**src/rtl/digit_pkg.sv**
```systemverilog
// Shared key codes, blank code and controller state type for the keypad
// digit-entry sequencer.
package digit_pkg;

  localparam logic [3:0] KEY_BKSP = 4'hA;
  localparam logic [3:0] KEY_CLR  = 4'hB;
  localparam logic [3:0] KEY_ENT  = 4'hC;
  localparam logic [3:0] BLANK    = 4'hF;

  typedef enum logic [1:0] {
    INIT_CLR = 2'd0,
    IDLE     = 2'd1,
    REWRITE  = 2'd2
  } state_t;

  // Codes 0..9 are digits; everything above is a command or ignored.
  function automatic logic is_digit(input logic [3:0] code);
    return code <= 4'd9;
  endfunction

endpackage

```
**src/rtl/digit_entry_ctrl_idle_timer.sv**
```systemverilog
// Idle timer: counts enabled cycles and pulses expired_o combinationally
// in the cycle that completes TERMINAL enabled cycles. TERMINAL=0 disables it.
module idle_timer #(
  parameter int unsigned TERMINAL = 8
) (
  input  logic clk,
  input  logic rst,
  input  logic clear_i,
  input  logic en_i,
  output logic expired_o
);

  localparam int unsigned W = (TERMINAL == 0) ? 1 : $clog2(TERMINAL + 1);
  localparam logic [W-1:0] LAST = W'((TERMINAL == 0) ? 0 : TERMINAL - 1);

  logic [W-1:0] cnt_q;
  logic [W-1:0] cnt_d;
  logic         at_last;

  assign at_last   = (TERMINAL != 0) && (cnt_q == LAST);
  assign expired_o = en_i && !clear_i && at_last;

  // Next count: clear wins, otherwise advance and wrap at the terminal count.
  always_comb begin
    cnt_d = cnt_q;
    if (clear_i || (TERMINAL == 0)) begin
      cnt_d = '0;
    end else if (en_i) begin
      cnt_d = at_last ? '0 : cnt_q + W'(1);
    end
  end

  // Count register.
  always_ff @(posedge clk or posedge rst) begin
    if (rst) begin
      cnt_q <= '0;
    end else begin
      cnt_q <= cnt_d;
    end
  end

endmodule

```
**src/rtl/digit_entry_ctrl.sv**
```systemverilog
// Keypad-driven sequencer for a 4-digit shift-in display register.
// Keeps a shadow of the four stages (sa newest .. sd oldest) and emulates
// backspace/clear/timeout by pushing four complete new stage values.
//
// Handshake: key_valid is a one-cycle strobe with no back-pressure; a key
// seen while busy is high is discarded and reported by a key_drop pulse.
// seg_en is a one-cycle load strobe toward the shift register; seg_dec is
// meaningful only while seg_en is high.
module digit_entry_ctrl
  import digit_pkg::*;
#(
  parameter int unsigned TIMEOUT_CYCLES = 50_000_000,
  parameter bit          AUTO_CLEAR     = 1'b1
) (
  input  logic        clk,
  input  logic        rst,
  input  logic        key_valid,
  input  logic [3:0]  key_code,
  output logic        seg_en,
  output logic [3:0]  seg_dec,
  output logic        busy,
  output logic [2:0]  count,
  output logic [15:0] value,
  output logic        value_valid,
  output logic        key_drop,
  output logic        overflow
);

  state_t          state_q;
  logic [1:0]      idx_q;
  logic [3:0][3:0] pend_q;
  logic [3:0]      sa_q, sb_q, sc_q, sd_q;
  logic [2:0]      count_q;
  logic            seg_en_q;
  logic [3:0]      seg_dec_q;
  logic            busy_q;
  logic [15:0]     value_q;
  logic            value_valid_q;
  logic            key_drop_q;
  logic            overflow_q;

  logic            push_en;
  logic [3:0]      push_val;
  logic            rw_start;
  logic [3:0][3:0] rw_list;
  logic            tmr_en;
  logic            tmr_expired;

  assign seg_en      = seg_en_q;
  assign seg_dec     = seg_dec_q;
  assign busy        = busy_q;
  assign count       = count_q;
  assign value       = value_q;
  assign value_valid = value_valid_q;
  assign key_drop    = key_drop_q;
  assign overflow    = overflow_q;

  // The timer only runs while digits sit untouched in IDLE; a key in the
  // same cycle as expiry holds it in clear, so the key always wins.
  assign tmr_en = (state_q == IDLE) && (count_q != 3'd0) && !key_valid;

  idle_timer #(
    .TERMINAL (TIMEOUT_CYCLES)
  ) u_idle_timer (
    .clk       (clk),
    .rst       (rst),
    .clear_i   (!tmr_en),
    .en_i      (tmr_en),
    .expired_o (tmr_expired)
  );

  // Decide whether this cycle pushes a stage value and whether a rewrite
  // starts. Every rewrite list begins with a blank, so its first push is
  // issued in the same cycle the command is taken.
  always_comb begin
    push_en  = 1'b0;
    push_val = pend_q[idx_q];
    rw_start = 1'b0;
    rw_list  = {4{BLANK}};
    case (state_q)
      INIT_CLR: begin
        // Four pushes leave seg_en high with idx wrapped back to zero.
        push_en  = !(seg_en_q && (idx_q == 2'd0));
        push_val = BLANK;
      end
      REWRITE: begin
        push_en = (idx_q != 2'd0);
      end
      IDLE: begin
        if (key_valid) begin
          if (is_digit(key_code)) begin
            if (!count_q[2]) begin
              push_en  = 1'b1;
              push_val = key_code;
            end
          end else begin
            case (key_code)
              KEY_BKSP: begin
                if (count_q != 3'd0) begin
                  rw_start = 1'b1;
                  rw_list  = {sb_q, sc_q, sd_q, BLANK};
                end
              end
              KEY_CLR: rw_start = 1'b1;
              KEY_ENT: rw_start = (count_q != 3'd0) && AUTO_CLEAR;
              default: ;
            endcase
          end
        end else if (tmr_expired) begin
          rw_start = 1'b1;
        end
        if (rw_start) begin
          push_en  = 1'b1;
          push_val = BLANK;
        end
      end
      default: ;
    endcase
  end

  // Controller FSM with registered outputs and the shadow of the display.
  always_ff @(posedge clk or posedge rst) begin
    if (rst) begin
      state_q       <= INIT_CLR;
      idx_q         <= 2'd0;
      pend_q        <= {4{BLANK}};
      sa_q          <= BLANK;
      sb_q          <= BLANK;
      sc_q          <= BLANK;
      sd_q          <= BLANK;
      count_q       <= 3'd0;
      seg_en_q      <= 1'b0;
      seg_dec_q     <= BLANK;
      busy_q        <= 1'b1;
      value_q       <= 16'h0000;
      value_valid_q <= 1'b0;
      key_drop_q    <= 1'b0;
      overflow_q    <= 1'b0;
    end else begin
      seg_en_q      <= push_en;
      value_valid_q <= 1'b0;
      key_drop_q    <= key_valid && (state_q != IDLE);
      overflow_q    <= 1'b0;
      if (push_en) begin
        seg_dec_q <= push_val;
        sd_q      <= sc_q;
        sc_q      <= sb_q;
        sb_q      <= sa_q;
        sa_q      <= push_val;
      end
      case (state_q)
        INIT_CLR, REWRITE: begin
          if (push_en) begin
            idx_q <= idx_q + 2'd1;
          end else begin
            state_q <= IDLE;
            busy_q  <= 1'b0;
          end
        end
        IDLE: begin
          if (rw_start) begin
            state_q <= REWRITE;
            busy_q  <= 1'b1;
            idx_q   <= 2'd1;
            pend_q  <= rw_list;
          end
          if (key_valid) begin
            if (is_digit(key_code)) begin
              if (count_q[2]) overflow_q <= 1'b1;
              else            count_q    <= count_q + 3'd1;
            end else begin
              case (key_code)
                KEY_BKSP: if (count_q != 3'd0) count_q <= count_q - 3'd1;
                KEY_CLR:  count_q <= 3'd0;
                KEY_ENT: begin
                  if (count_q != 3'd0) begin
                    value_q       <= {sd_q, sc_q, sb_q, sa_q};
                    value_valid_q <= 1'b1;
                    if (AUTO_CLEAR) count_q <= 3'd0;
                  end
                end
                default: ;
              endcase
            end
          end else if (tmr_expired) begin
            count_q <= 3'd0;
          end
        end
        default: begin
          state_q <= INIT_CLR;
          idx_q   <= 2'd0;
          busy_q  <= 1'b1;
        end
      endcase
    end
  end

endmodule

```
**config.mk**
```make
export PLATFORM = sky130hd
export DESIGN_NAME = digit_entry_ctrl
export DESIGN_NICKNAME = d
export VERILOG_FILES = /design/src/rtl/digit_pkg.sv /design/src/rtl/digit_entry_ctrl_idle_timer.sv /design/src/rtl/digit_entry_ctrl.sv
export SDC_FILE = /design/constraint.sdc
export NUM_CORES = 1
export LEC_CHECK = 0
export CAP_MARGIN = 25
export CORE_ASPECT_RATIO = 0.9
export CORE_MARGIN = 5
export CORE_UTILIZATION = 57
export DETAILED_ROUTE_END_ITERATION = 6
export PLACE_DENSITY_LB_ADDON = 0.15
export REMOVE_ABC_BUFFERS = 1
export SLEW_MARGIN = 15
export SYNTH_ARGS = -nofsm -noshare
export SYNTH_HDL_FRONTEND = slang
export SYNTH_SLANG_ARGS = --single-unit
export TNS_END_PERCENT = 30
```
**constraint.sdc**
```tcl
create_clock -name clk -period 3.3 [get_ports clk]
set_input_delay 0.66 -clock clk [delete_from_list [all_inputs] [get_ports clk]]
set_output_delay 0.66 -clock clk [all_outputs]
set_load 0.02 [all_outputs]
```
==> results of run 1 <==
==> final cells by class <==
| cell class | instances | area share (%) |
|---|---|---|
| Clock inverter | 3 | 1.425 |
| Tap cell | 90 | 2.467 |
| Multi-Input combinational cell | 284 | 37.53 |
| Clock buffer | 13 | 3.262 |
| Timing Repair Buffer | 41 | 8.882 |
| Sequential cell | 82 | 45.75 |
| Inverter | 8 | 0.6853 |
==> routing by layer <==
metal	up-vias	share of wire, %	track usage [%]
met3	5	5.4	5.280
li1	1388	-	-
met2	86	44	29.51
met1	1341	49	26.90
met4	0	0.81	5.157
met5	-	0	0
==> synth_stat cells, types with 2 or more instances <==
| library cell | count | area, µm² |
|---|---|---|
| and2_1 | 2 | 12.51 |
| a211o_1 | 4 | 35.03 |
| o211ai_1 | 3 | 22.52 |
| dfrtp_1 | 53 | 1326 |
| nor2b_1 | 4 | 25.02 |
| o21ai_0 | 9 | 45.04 |
| xnor2_1 | 7 | 61.31 |
| nand2b_1 | 2 | 12.51 |
| mux2i_1 | 5 | 50.05 |
| buf_2 | 3 | 15.01 |
| and4_1 | 2 | 17.52 |
| buf_6 | 2 | 22.52 |
| mux2_2 | 4 | 45.04 |
| nand2_1 | 68 | 255.2 |
| nor3_1 | 5 | 25.02 |
| nand4_1 | 6 | 37.54 |
| and3_1 | 8 | 50.05 |
| ha_1 | 5 | 62.56 |
| xor2_1 | 15 | 131.4 |
| nand3_1 | 11 | 55.05 |
| a211oi_1 | 3 | 22.52 |
| inv_1 | 7 | 26.28 |
| or3_1 | 5 | 31.28 |
| a21oi_1 | 20 | 100.1 |
| or4_1 | 3 | 22.52 |
| mux2_1 | 4 | 45.04 |
| dfstp_2 | 29 | 762.0 |
| o32ai_1 | 2 | 17.52 |
| nor2_1 | 60 | 225.2 |
| nor3b_1 | 3 | 22.52 |
| clkbuf_1 | 8 | 30.03 |
| mux2_4 | 9 | 135.1 |
==> worst max-delay path, cell delays in order (launching register included) <==
cell	delay [ps]
dfrtp_1	400
inv_1	110
ha_1	200
nor2b_1	180
or3_1	380
or4_1	710
a31oi_1	430
a211o_1	160
mux2_4	140
==> path summary, 6_finish.rpt <==
path / start / end / slack [ps] / cells past startpoint
setup / recovery: count[0]$_DFFE_PP0P_ / seg_dec[1]$_DFFE_PP1P_ / 540 / 8
hold / removal: value[3]$_DFFE_PP0P_ / value[3]$_DFFE_PP0P_ / 470 / 2
hold reg to reg: value[3]$_DFFE_PP0P_ / value[3]$_DFFE_PP0P_ / 470 / 2
max in group asynchronous: rst / pend_q[8]$_DFFE_PP1P_ / 1820 / 3
min in group asynchronous: rst / value_valid$_DFF_PP0_ / 770 / 2
setup reg to reg: count[0]$_DFFE_PP0P_ / seg_dec[1]$_DFFE_PP1P_ / 540 / 8
==> flip-flops by register name, indices dropped and copies added (netlist names), 3 cells and up <==
signal,flops
u_idle_timer.cnt_q,26
value,16
pend_q,12
sb_q,4
sc_q,4
sd_q,4
seg_dec,4
count,3
==> cells in the final DEF, fill, tap and decap left out, drive strengths merged, types with 6 or more instances in the layout <==
cell type and instances:
a21oi 21, and3 8, buf 7, clkbuf 13
clkdlybuf4s50 34, dfrtp 53, dfstp 29, inv 7
mux2 17, nand2 68, nand3 12, nand4 6
nor2 61, o21ai 9, xnor2 7, xor2 15
==> logic make-up after synthesis <==
kind of cell / count (synthesis)
simple gates: 187
flops: 82
compound gates: 48
xor+xnor: 22
buf+inv: 22
mux: 22
fa+ha+maj: 5
==> where the power goes <==
part	internal, mW	total, mW	switching [mW]
Combinational	0.600	1.24	0.645
Clock	0.447	0.785	0.338
Sequential	1.36	1.58	0.218
==> flow_summary.ini, run 1 <==
[floorplan]
die_y_um = 88.50
design.die.area_um2 = 8603
initial_core_util_pct = 58.94
io_pins = 35
core-area_um2 = 6621
placementRows = 28
fp.dieW_um = 97.22

[synth]
synth_seq_area_share_pct = 53.51
ys_types = 49
synth_cells = 388
synth.avg_cell_area_um2 = 10.06
synth_seq_cells = 82
synth_flop_cell = dfrtp_1
synth-simple-area-share_pct = 22.48
synth_compound_area_share_pct = 7.823
synth-edff-count = 0
synthXorXnorAreaFrac_pct = 4.937
synthArstFlopShare_pct = 100.0
synth_top_family_by_area = simple AND/OR/NAND/NOR gates
synth_fa_ha_area_share_pct = 1.603
yosysWarningCount = 0
synthMuxAreaShare_pct = 7.054
netlist_area_um2 = 3902

[final_layout]
num_antenna_cells = 0
syn_to_final_growth_pct = 16.96
fin_cells = 521
layout.nets = 438
seq_area_um2 = 2088
drive_gt1_share_pct = 16.47
multi_input_area_um2 = 1713
stdcell_area_um2 = 4564
final_util_pct = 68.93
fill_cells = 525

[place]
place_congestion = 0.8879
portBuffers = 34
dpl_worst_slack_ps = 271.9
dpl.cell_count = 505
hpwl_um = 5215
place_area_um2 = 4350

[critical_path]
critPathLaunchType = register
end_kind = register
worstPathMaxFanout = 6
arrival_ps = 3040
worst-setup-path-type = register to register
cp_data_required_time_ps = 3580

[global_route]
antenna_found_initial = 0
grt_max_degree = 49
grt_pass1_vias = 2821
grt_util_all_layers_pct = 19.05
grt_overflow = 0
grt_pass1_wl_um = 13280

[clocking]
clkSinkCount = 82
htree_levels = 3
numCtsBuffers = 9
postCtsHoldBufs = 0
cts_resized = 0
cts.clk_slew.worst_paths_ps = 80
cts_tree = yes
clock_latency_ps = 340
root_buffer = clkbuf_8
cts_setup_buffers = 0
clk_path_buf_depth = 2

[timing]
timing.fmax_mhz = 362.5
hold_viol = 0
whs_ps = 473.2
maxSlewViolCount = 0
setup-tns-final_ps = 0
worst-slew-pin-transition_ps = 823.4
relSlewSlack_pct = 45.04
rsz0062_at_grt = no
finalSetupViolCount = 0
fin_ws_ps = 541.3
clock_skew_ps = 9.954
layout_min_cycle_time_ps = 2759
period_share_pct = 83.60

[routing]
via_per_inst = 5.413
drt-initial-drc-count = 179
dr.pass1.iters = 4
wl_um = 7518
ant_nets = 0
via_count = 2820
drc = 0
wl_per_cell_um = 14.43

[power]
finalPower_mw = 3.605
power_density_nw_per_um2 = 789.7
p_leak_nw = 1.965
ir_drop_mv = 0.6015

[status]
outcome = complete, no violations

[flow_run]
drv_cap = 0

[min_path]
min_path_type = register to register
Note: power is estimated with default switching activity, not from simulation.
==> inputs of run 2 (changes only) <==
==> constraint.sdc (replaced) <==
create_clock -name clk -period 2.57 [get_ports clk]
set_input_delay 0.514 -clock clk [delete_from_list [all_inputs] [get_ports clk]]
set_output_delay 0.514 -clock clk [all_outputs]
set_load 0.02 [all_outputs]
==> run 2 against run 1 <==
Net effect: critical path depth grew 1; clock-buffer cell count shrank 1; combinational power grew 46%; via count grew 3.6%; die area is the same; sequential share of layout area shrank 2.1 points; register-to-register slack lost 420 ps; flip-flop and latch count is the same; final cell count grew 4.6%; critical endpoint is now sc_q[0]$_DFFE_PP1P_; largest power group unchanged; highest routed layer unchanged.
==> flow_summary.ini, run 2 (synthesized netlist as in run 1, its figures left out) <==
[critical_path]
crit_chain = inv_1 > ha_1 > nor2b_1 > or3_1 > or4_4 > nand3_4 > nor2_4 > buf_12 > mux2_1
worst-setup-path-type = register to register
critPathLaunchType = register
cpPeakStageDelay_ps = 550
cp_data_required_time_ps = 2850
worstPathMaxFanout = 17
arrival_ps = 2730
crit_path_top_delay_cell = or4_4
end_kind = register

[floorplan]
initial_core_util_pct = 58.94
fp.dieW_um = 97.22
core-area_um2 = 6621
io_pins = 35
die_y_um = 88.50
design.die.area_um2 = 8603
placementRows = 28

[routing]
wl_um = 7940
via_per_inst = 5.360
wl_per_cell_um = 14.57
via_count = 2921
drt-initial-drc-count = 206
ant_nets = 0
drc = 0
dr.pass1.iters = 4

[global_route]
grtUsageMet2_pct = 31.52
use_met3_pct = 6.619
grt_pass1_vias = 2946
grt_overflow = 0
grt-busiest-layer = met2
antenna_found_initial = 0
grt_util_met1_pct = 27.66
grt_util_all_layers_pct = 20.20
grt_max_degree = 57
grt_pass1_wl_um = 14000

[clocking]
cts_tree = yes
root_buffer = clkbuf_8
clk_path_buf_depth = 2
clkSinkCount = 82
htree_levels = 3
postCtsHoldBufs = 0
cts.clk_slew.worst_paths_ps = 80
clock_latency_ps = 360
numCtsBuffers = 9

[place]
hpwl_um = 5495
dpl_worst_slack_ps = -201.0
portBuffers = 34
place_area_um2 = 4536
place_congestion = 0.8796

[power]
p_clk_share_pct = 21.3
p_leak_nw = 2.081
power_switching_mw = 1.615
ir_drop_mv = 0.6288
sw_frac_of_total_pct = 33.39
internal_power_mw = 3.222
pwr-share-seq_pct = 41.3
power_frac_comb_pct = 37.4
power_density_nw_per_um2 = 1011

[timing]
timing.fmax_mhz = 407.6
rsz0062_at_grt = no
clock_skew_ps = 11.11
period_share_pct = 95.45
hold_viol = 0
layout_min_cycle_time_ps = 2453
finalSetupViolCount = 0
fin_ws_ps = 116.9
maxSlewViolCount = 0
relSlewSlack_pct = 68.82
setup-tns-final_ps = 0
worst-slew-pin-transition_ps = 467.2

[min_path]
min_path_type = primary input to asynchronous set/reset pin

[final_layout]
syn_to_final_growth_pct = 22.57
drive_gt1_share_pct = 21.54
stdcell_area_um2 = 4783
layout_commonest_cell = nand2_1
largest-register = u_idle_timer.cnt_q
mostFrequentLayoutCells = nand2_1 (68), nor2_1 (60), dfrtp_1 (53), clkdlybuf4s50_1 (34), dfstp_2 (29)
fill_cells = 483
largest_reg_flops = 26
layout.nets = 462
num_antenna_cells = 0

[flow_run]
drv_cap = 0

[status]
outcome = complete, no violations
==> run 2: worst paths after layout <==
check / startpoint / endpoint / slack (ps) / cells after the start
max: count[0]$_DFFE_PP0P_ / sc_q[0]$_DFFE_PP1P_ / 120 / 9
min: rst / value_valid$_DFF_PP0_ / 480 / 2
max reg2reg: count[0]$_DFFE_PP0P_ / sc_q[0]$_DFFE_PP1P_ / 120 / 9
min reg2reg: value[12]$_DFFE_PP0P_ / value[12]$_DFFE_PP0P_ / 480 / 2
max in group asynchronous: rst / pend_q[10]$_DFFE_PP1P_ / 1410 / 3
min in group clk: value[12]$_DFFE_PP0P_ / value[12]$_DFFE_PP0P_ / 480 / 2
==> run 2: metrics by stage <==
stage	cells	total power, mW	hold WS, ps	utilization (%)
2_1_floorplan	374	3.043	474.5	-
3_3_place_gp	528	3.722	457.3	68.50
3_5_place_dp	528	3.787	462.8	68.50
4_1_cts	544	4.828	471.5	71.83
5_1_grt	545	5.118	489.1	72.24
6_report	545	4.837	476.4	72.24
==> run 2: per-layer routing <==
layer / routed length, µm / part of all wire (%)
met3: 418 / 5.3
met4: 69 / 0.87
met5: 0 / 0
met2: 3549 / 45
met1: 3902 / 49
==> run 2: critical path, delay by kind of cell (launching register included) <==
kind,cells,cell delay (ps)
simple gates,5,1250
flops,1,360
mux,1,310
buf+inv,2,240
fa+ha+maj,1,180
==> run 2: power by group through the flow <==
| stage | Combinational [mW] | Clock [mW] | Sequential (mW) |
|---|---|---|---|
| 2_1_floorplan | 0.859 | 0 | 2.18 |
| 3_3_place_gp | 1.72 | 0 | 2.01 |
| 3_5_place_dp | 1.77 | 0 | 2.02 |
| 4_1_cts | 1.78 | 1.05 | 2.00 |
| 5_1_grt | 1.96 | 1.11 | 2.05 |
| 6_report | 1.81 | 1.03 | 2.00 |
==> run 2: repair_timing <==
item	4_1_cts	5_1_grt
setup endpoints to repair	0	25
setup buffers	0	1
gates resized for setup	0	2
==> run 2: final cells by class <==
cell class / instances / area [µm²] / area share (%)
Multi-Input combinational cell: 284 / 1720 / 35.97
Sequential cell: 82 / 2088 / 43.66
Clock inverter: 4 / 75.07 / 1.569
Clock buffer: 12 / 145.1 / 3.034
Inverter: 8 / 31.28 / 0.6539
Tap cell: 90 / 112.6 / 2.354
Timing Repair Buffer: 65 / 610.6 / 12.76
